## src/rtl/branch_pkg.sv

```systemverilog
// Shared encodings and helpers for branch resolution and prediction.
package branch_pkg;

  // branch_cntrl condition-select encodings
  typedef enum logic [2:0] {
    BR_NONE = 3'b000,
    BR_BEQ  = 3'b001,
    BR_BNE  = 3'b010,
    BR_BGEZ = 3'b011,
    BR_BGTZ = 3'b100,
    BR_BLEZ = 3'b101,
    BR_BLTZ = 3'b110,
    BR_JUMP = 3'b111
  } br_cntrl_e;

  // 2-bit saturating counter states; bit[1] is the taken prediction
  localparam logic [1:0] SNT = 2'b00;
  localparam logic [1:0] WNT = 2'b01;
  localparam logic [1:0] WT  = 2'b10;
  localparam logic [1:0] ST  = 2'b11;

  // Step a counter toward taken/not-taken, saturating at both ends.
  function automatic logic [1:0] ctr_update(input logic [1:0] ctr, input logic taken);
    logic [1:0] nxt;
    nxt = ctr;
    if (taken) begin
      if (ctr != ST) nxt = ctr + 2'd1;
    end else begin
      if (ctr != SNT) nxt = ctr - 2'd1;
    end
    return nxt;
  endfunction

endpackage

```

## src/rtl/branch_cond_eval.sv

```systemverilog
// Combinational MIPS conditional-branch evaluator.
module branch_cond_eval
  import branch_pkg::*;
#(
  parameter int unsigned DATA_WIDTH = 32
) (
  input  logic [2:0]            branch_cntrl,
  input  logic [DATA_WIDTH-1:0] rs,
  input  logic                  zero,
  output logic                  cond
);

  logic rs_neg;
  logic rs_zero;

  assign rs_neg  = rs[DATA_WIDTH-1];
  assign rs_zero = (rs == '0);

  // Select the branch condition from the control code.
  always_comb begin
    cond = 1'b0;
    case (branch_cntrl)
      BR_NONE: cond = 1'b0;
      BR_BEQ:  cond = zero;
      BR_BNE:  cond = ~zero;
      BR_BGEZ: cond = ~rs_neg;
      BR_BGTZ: cond = ~rs_neg & ~rs_zero;
      BR_BLEZ: cond = rs_neg | rs_zero;
      BR_BLTZ: cond = rs_neg;
      BR_JUMP: cond = 1'b1;
      default: cond = 1'b0;
    endcase
  end

endmodule

```

## src/rtl/branch_predict_resolve.sv

```systemverilog
// Branch resolution with a 2-bit BHT predictor and mispredict statistics.
module branch_predict_resolve
  import branch_pkg::*;
#(
  parameter int unsigned DATA_WIDTH = 32,
  parameter int unsigned BHT_DEPTH  = 64,
  parameter int unsigned CNT_WIDTH  = 16
) (
  input  logic                  Clk,
  input  logic                  Reset,
  input  logic                  pred_valid,
  input  logic [DATA_WIDTH-1:0] pred_pc,
  output logic                  pred_taken,
  input  logic                  resolve_valid,
  input  logic [DATA_WIDTH-1:0] resolve_pc,
  input  logic [2:0]            branch_cntrl,
  input  logic [DATA_WIDTH-1:0] rs,
  input  logic                  zero,
  input  logic                  pred_taken_in,
  output logic                  branch_out,
  output logic                  mispredict,
  output logic                  flush,
  output logic [CNT_WIDTH-1:0]  mispredict_count
);

  localparam int unsigned IDX_W = $clog2(BHT_DEPTH);

  logic [1:0]           bht_q [BHT_DEPTH];
  logic [IDX_W-1:0]     pred_idx;
  logic [IDX_W-1:0]     res_idx;
  logic                 cond;
  logic                 qual;
  logic                 branch_out_q, branch_out_d;
  logic                 mispredict_q, mispredict_d;
  logic [CNT_WIDTH-1:0] cnt_q, cnt_d;
  logic [1:0]           bht_upd_d;
  logic                 unused_pc_bits;

  // Word-aligned PC bits select the BHT entry; the rest do not participate.
  assign pred_idx       = pred_pc[IDX_W+1:2];
  assign res_idx        = resolve_pc[IDX_W+1:2];
  assign unused_pc_bits = ^{pred_pc[DATA_WIDTH-1:IDX_W+2], pred_pc[1:0],
                            resolve_pc[DATA_WIDTH-1:IDX_W+2], resolve_pc[1:0]};

  branch_cond_eval #(
    .DATA_WIDTH(DATA_WIDTH)
  ) u_cond (
    .branch_cntrl(branch_cntrl),
    .rs          (rs),
    .zero        (zero),
    .cond        (cond)
  );

  // Fetch-time prediction reads the current (pre-update) counter.
  assign pred_taken = pred_valid & bht_q[pred_idx][1];

  // Ops arriving while a flush is in flight are wrong-path and ignored.
  assign qual = resolve_valid & (branch_cntrl != 3'(BR_NONE)) & ~mispredict_q;

  // Next-state for outcome, mispredict pulse, statistics and BHT entry.
  always_comb begin
    branch_out_d = 1'b0;
    mispredict_d = 1'b0;
    cnt_d        = cnt_q;
    bht_upd_d    = ctr_update(bht_q[res_idx], cond);
    if (qual) begin
      branch_out_d = cond;
      mispredict_d = (cond != pred_taken_in);
      if (mispredict_d && (cnt_q != '1)) cnt_d = cnt_q + CNT_WIDTH'(1);
    end
  end

  // Result/statistics registers.
  always_ff @(posedge Clk or posedge Reset) begin
    if (Reset) begin
      branch_out_q <= 1'b0;
      mispredict_q <= 1'b0;
      cnt_q        <= '0;
    end else begin
      branch_out_q <= branch_out_d;
      mispredict_q <= mispredict_d;
      cnt_q        <= cnt_d;
    end
  end

  // BHT: reset to weakly not-taken, train the resolving entry.
  always_ff @(posedge Clk or posedge Reset) begin
    if (Reset) begin
      for (int i = 0; i < int'(BHT_DEPTH); i++) bht_q[i] <= WNT;
    end else if (qual) begin
      bht_q[res_idx] <= bht_upd_d;
    end
  end

  assign branch_out       = branch_out_q;
  assign mispredict       = mispredict_q;
  assign flush            = mispredict_q;
  assign mispredict_count = cnt_q;

endmodule

```

## config.mk

```make
export PLATFORM = sky130hd
export DESIGN_NAME = branch_predict_resolve
export DESIGN_NICKNAME = d
export VERILOG_FILES = /design/src/rtl/branch_pkg.sv /design/src/rtl/branch_cond_eval.sv /design/src/rtl/branch_predict_resolve.sv
export SDC_FILE = /design/constraint.sdc
export NUM_CORES = 1
export LEC_CHECK = 0
export CORE_MARGIN = 5
export CORE_UTILIZATION = 54
export DETAILED_ROUTE_END_ITERATION = 10
export GPL_TIMING_DRIVEN = 1
export PLACE_DENSITY_LB_ADDON = 0.25
export SYNTH_ARGS = -nofsm -noshare
export SYNTH_HDL_FRONTEND = slang
export SYNTH_SLANG_ARGS = --single-unit
```

## constraint.sdc

```tcl
create_clock -name Clk -period 5.2 [get_ports Clk]
set_input_delay 1.04 -clock Clk [delete_from_list [all_inputs] [get_ports Clk]]
set_output_delay 1.04 -clock Clk [all_outputs]
set_load 0.005 [all_outputs]
```

==> results.json, run 1 <==
{
  "run_status": "complete, no violations",
  "slew_headroom_pct": 22.10,
  "clk_latency_ps": 440,
  "stdcell_area_mm2": 0.009333,
  "grtUsageTotal_pct": 26.29,
  "cts_setup_buffers": 0,
  "min_period_over_period_pct": 94.78,
  "seq_area_frac_synth_pct": 47.16,
  "rows": 44,
  "cts_resized": 0,
  "clk_path_buf_depth": 2,
  "yosys.area.top_type": "dfrtp_1",
  "p_sw_mw": 1.111,
  "core_region_area_mm2": 0.01448,
  "drive_gt1_share_pct": 26.67,
  "cap_violations": 0,
  "cts_hold_buf": 0,
  "regArea_mm2": 0.003734,
  "viasPerCell": 6.121,
  "fp.dieH_um": 131.1,
  "clkTransAtPathRegs_ps": 60,
  "power.leakage_nw": 3.632,
  "vdd_drop_max_uv": 281.6,
  "fin_hold_ws_ps": 477.5,
  "fin_util_pct": 64.46,
  "p_seq_share_pct": 44.3,
  "numCtsBuffers": 17,
  "drv_slew": 0,
  "synthArstFlopShare_pct": 100.0,
  "synthAdderAreaFrac_pct": 0.4267,
  "start_util_pct": 54.68,
  "wl_per_cell_um": 20.35,
  "worst_pin_slew_ps": 1168,
  "layout_commonest_cell": "nor2_1",
  "crit_required_ps": 4160,
  "overflow": 0,
  "max_freq_mhz": 202.9,
  "io_pins": 125,
  "syn-mean-instance-area_um2": 10.27,
  "synth_top_family_by_area": "simple AND/OR/NAND/NOR gates",
  "criticalPathCategory": "in2out",
  "yosysWarnings": 0,
  "placed_cell_area_mm2": 0.008753,
  "final_cell_mix": "206 x nor2_1, 82 x dfrtp_1, 71 x clkdlybuf4s50_1",
  "cts_sinks": 146,
  "synth_cell_types": 64,
  "syn2layout_area_growth_pct": 17.89,
  "antenna_cells": 0,
  "first_global_vias": 6566,
  "nets": 944,
  "synth_top_cell_area_share_pct": 25.92,
  "synthTopCellsByArea": "dfrtp_1 26%, dfstp_2 21%, nor2_1 9.8%",
  "syn-cell-area_mm2": 0.007916,
  "htree_num_levels": 4,
  "rsz0062_at_grt": "no",
  "grt_pass1_wl_mm": 34.40,
  "final_hold_viol_count": 0,
  "dpl.hpwl_mm": 14.15,
  "design.die.area_mm2": 0.01718,
  "route.detailed.drc": 0,
  "via_count": 6335,
  "p_per_area_mw_per_mm2": 387.2,
  "setup_viol": 0,
  "synth_xor_area_share_pct": 1.770,
  "power.internal_mw": 2.503,
  "skew_ps": 11.28,
  "clock_power_share_pct": 33.1,
  "arrival_ps": 3890,
  "antenna_found_initial": 0,
  "drtAntennaViolNets": 0,
  "gp_congestion": 0.8388,
  "synth_compound_area_share_pct": 15.92,
  "firstDrtPassIters": 6,
  "die_x_um": 131.1,
  "yosys_most_used_dff": "dfrtp_1",
  "muxShareOfSynthArea_pct": 13.17,
  "worstSetupEndpointType": "output port",
  "synth_edf_count": 0,
  "syn_nets": 877,
  "yosys.area_share.simple_pct": 17.72,
  "multiInputGateArea_mm2": 0.003882,
  "ys_ff_latch": 146,
  "p_total_mw": 3.614,
  "io_buffers": 72,
  "tritoncts": "yes",
  "syn_inst": 771,
  "drt_iter0_markers": 631,
  "fillCellCount": 1152,
  "start_kind": "primary input",
  "routed_wl_mm": 21.06,
  "period_minus_slack_ps": 4929,
  "p_sw_share_pct": 30.74,
  "root_buffer": "clkbuf_16",
  "pwr-share-comb_pct": 22.6,
  "path_max_fanout": 9,
  "grt_max_degree": 126,
  "setup_tns_ps": 0,
  "hold_class": "reg2reg"
}
[routing by layer]
| metal | vias to the layer above | wire length, µm | track usage, % |
|---|---|---|---|
| met5 | - | 0 | 0 |
| met4 | 0 | 719 | 11.55 |
| met3 | 62 | 1699 | 6.645 |
| met2 | 256 | 10230 | 41.73 |
| met1 | 3125 | 8409 | 34.35 |
| li1 | 2892 | - | - |
[worst paths after layout]
check                      cells after the start  slack, ps       start         end
max                                            7        270  pred_pc[3]  pred_taken
min                                            2        480  bht_q[100]  bht_q[100]
max reg2reg                                    7       1910   bht_q[99]  bht_q[124]
min reg2reg                                    2        480  bht_q[100]  bht_q[100]
max in group asynchronous                      3       2980       Reset   bht_q[46]
min in group asynchronous                      2       1230       Reset   bht_q[53]
[critical path, cell delays in order]
cell and delay [ps]:
clkdlybuf4s50_1 680, buf_4 280, mux4_2 340, mux4_2 500
mux4_2 450, and2_1 160, clkdlybuf4s50_1 430
[power groups by stage]
stage / registers (mW) / clock network (mW) / logic [mW]
6_report: 1.60 / 1.20 / 0.817
5_1_grt: 1.63 / 1.26 / 0.894
4_1_cts: 1.60 / 1.21 / 0.814
3_5_place_dp: 1.61 / 0 / 0.809
3_3_place_gp: 1.60 / 0 / 0.780
2_1_floorplan: 1.56 / 0 / 0.608
[sequential cells by signal (all words and copies together), names as in the netlist]
| signal | cells |
|---|---|
| bht_q | 128 |
| branch_out | 1 |
| mispredict_count | 16 |
| flush | 1 |
[cells in the mapped netlist, drive strengths merged (9+ instances only)]
cell	instances
mux4	31
buf	33
nand2	22
dfstp	64
mux2i	25
dfrtp	82
a21oi	130
nor2	206
and3	9
nor4	10
nand3	17
clkbuf	9
xnor2	12
o21ai	11
[kinds of logic after synthesis]
family,count (synthesis)
xor+xnor,16
fa+ha+maj,3
simple gates,312
compound gates,181
mux,64
flops,146
buf+inv,49
[stage by stage]
stage	instances	setup slack, ps
6_report	1035	271.5
4_1_cts	1035	279.6
3_3_place_gp	1003	281.4
5_1_grt	1035	191.5
3_5_place_dp	1003	279.3
2_1_floorplan	771	342.9
[area by class of cell]
cell class                 instances  area share [%]
inverter                           7          0.3352
clock inverter                    13           1.354
tap                              184           2.467
sequential                       146           40.01
timing repair buffer              90           9.385
multi-input combinational        576           41.60
clock buffer                      19           4.853
Note: power is estimated with default switching activity, not from simulation.
==> run 2: changes to the inputs <==
Settings changed: GPL_ROUTABILITY_DRIVEN set to 0.
==> results of run 2 <==
Final layout, timing and power as in run 1 (identical DEF).
==> run 3: changes to the inputs <==
Settings changed: SKIP_LAST_GASP set to 1.
==> results of run 3 <==
Final layout, timing and power as in run 1 (identical DEF).
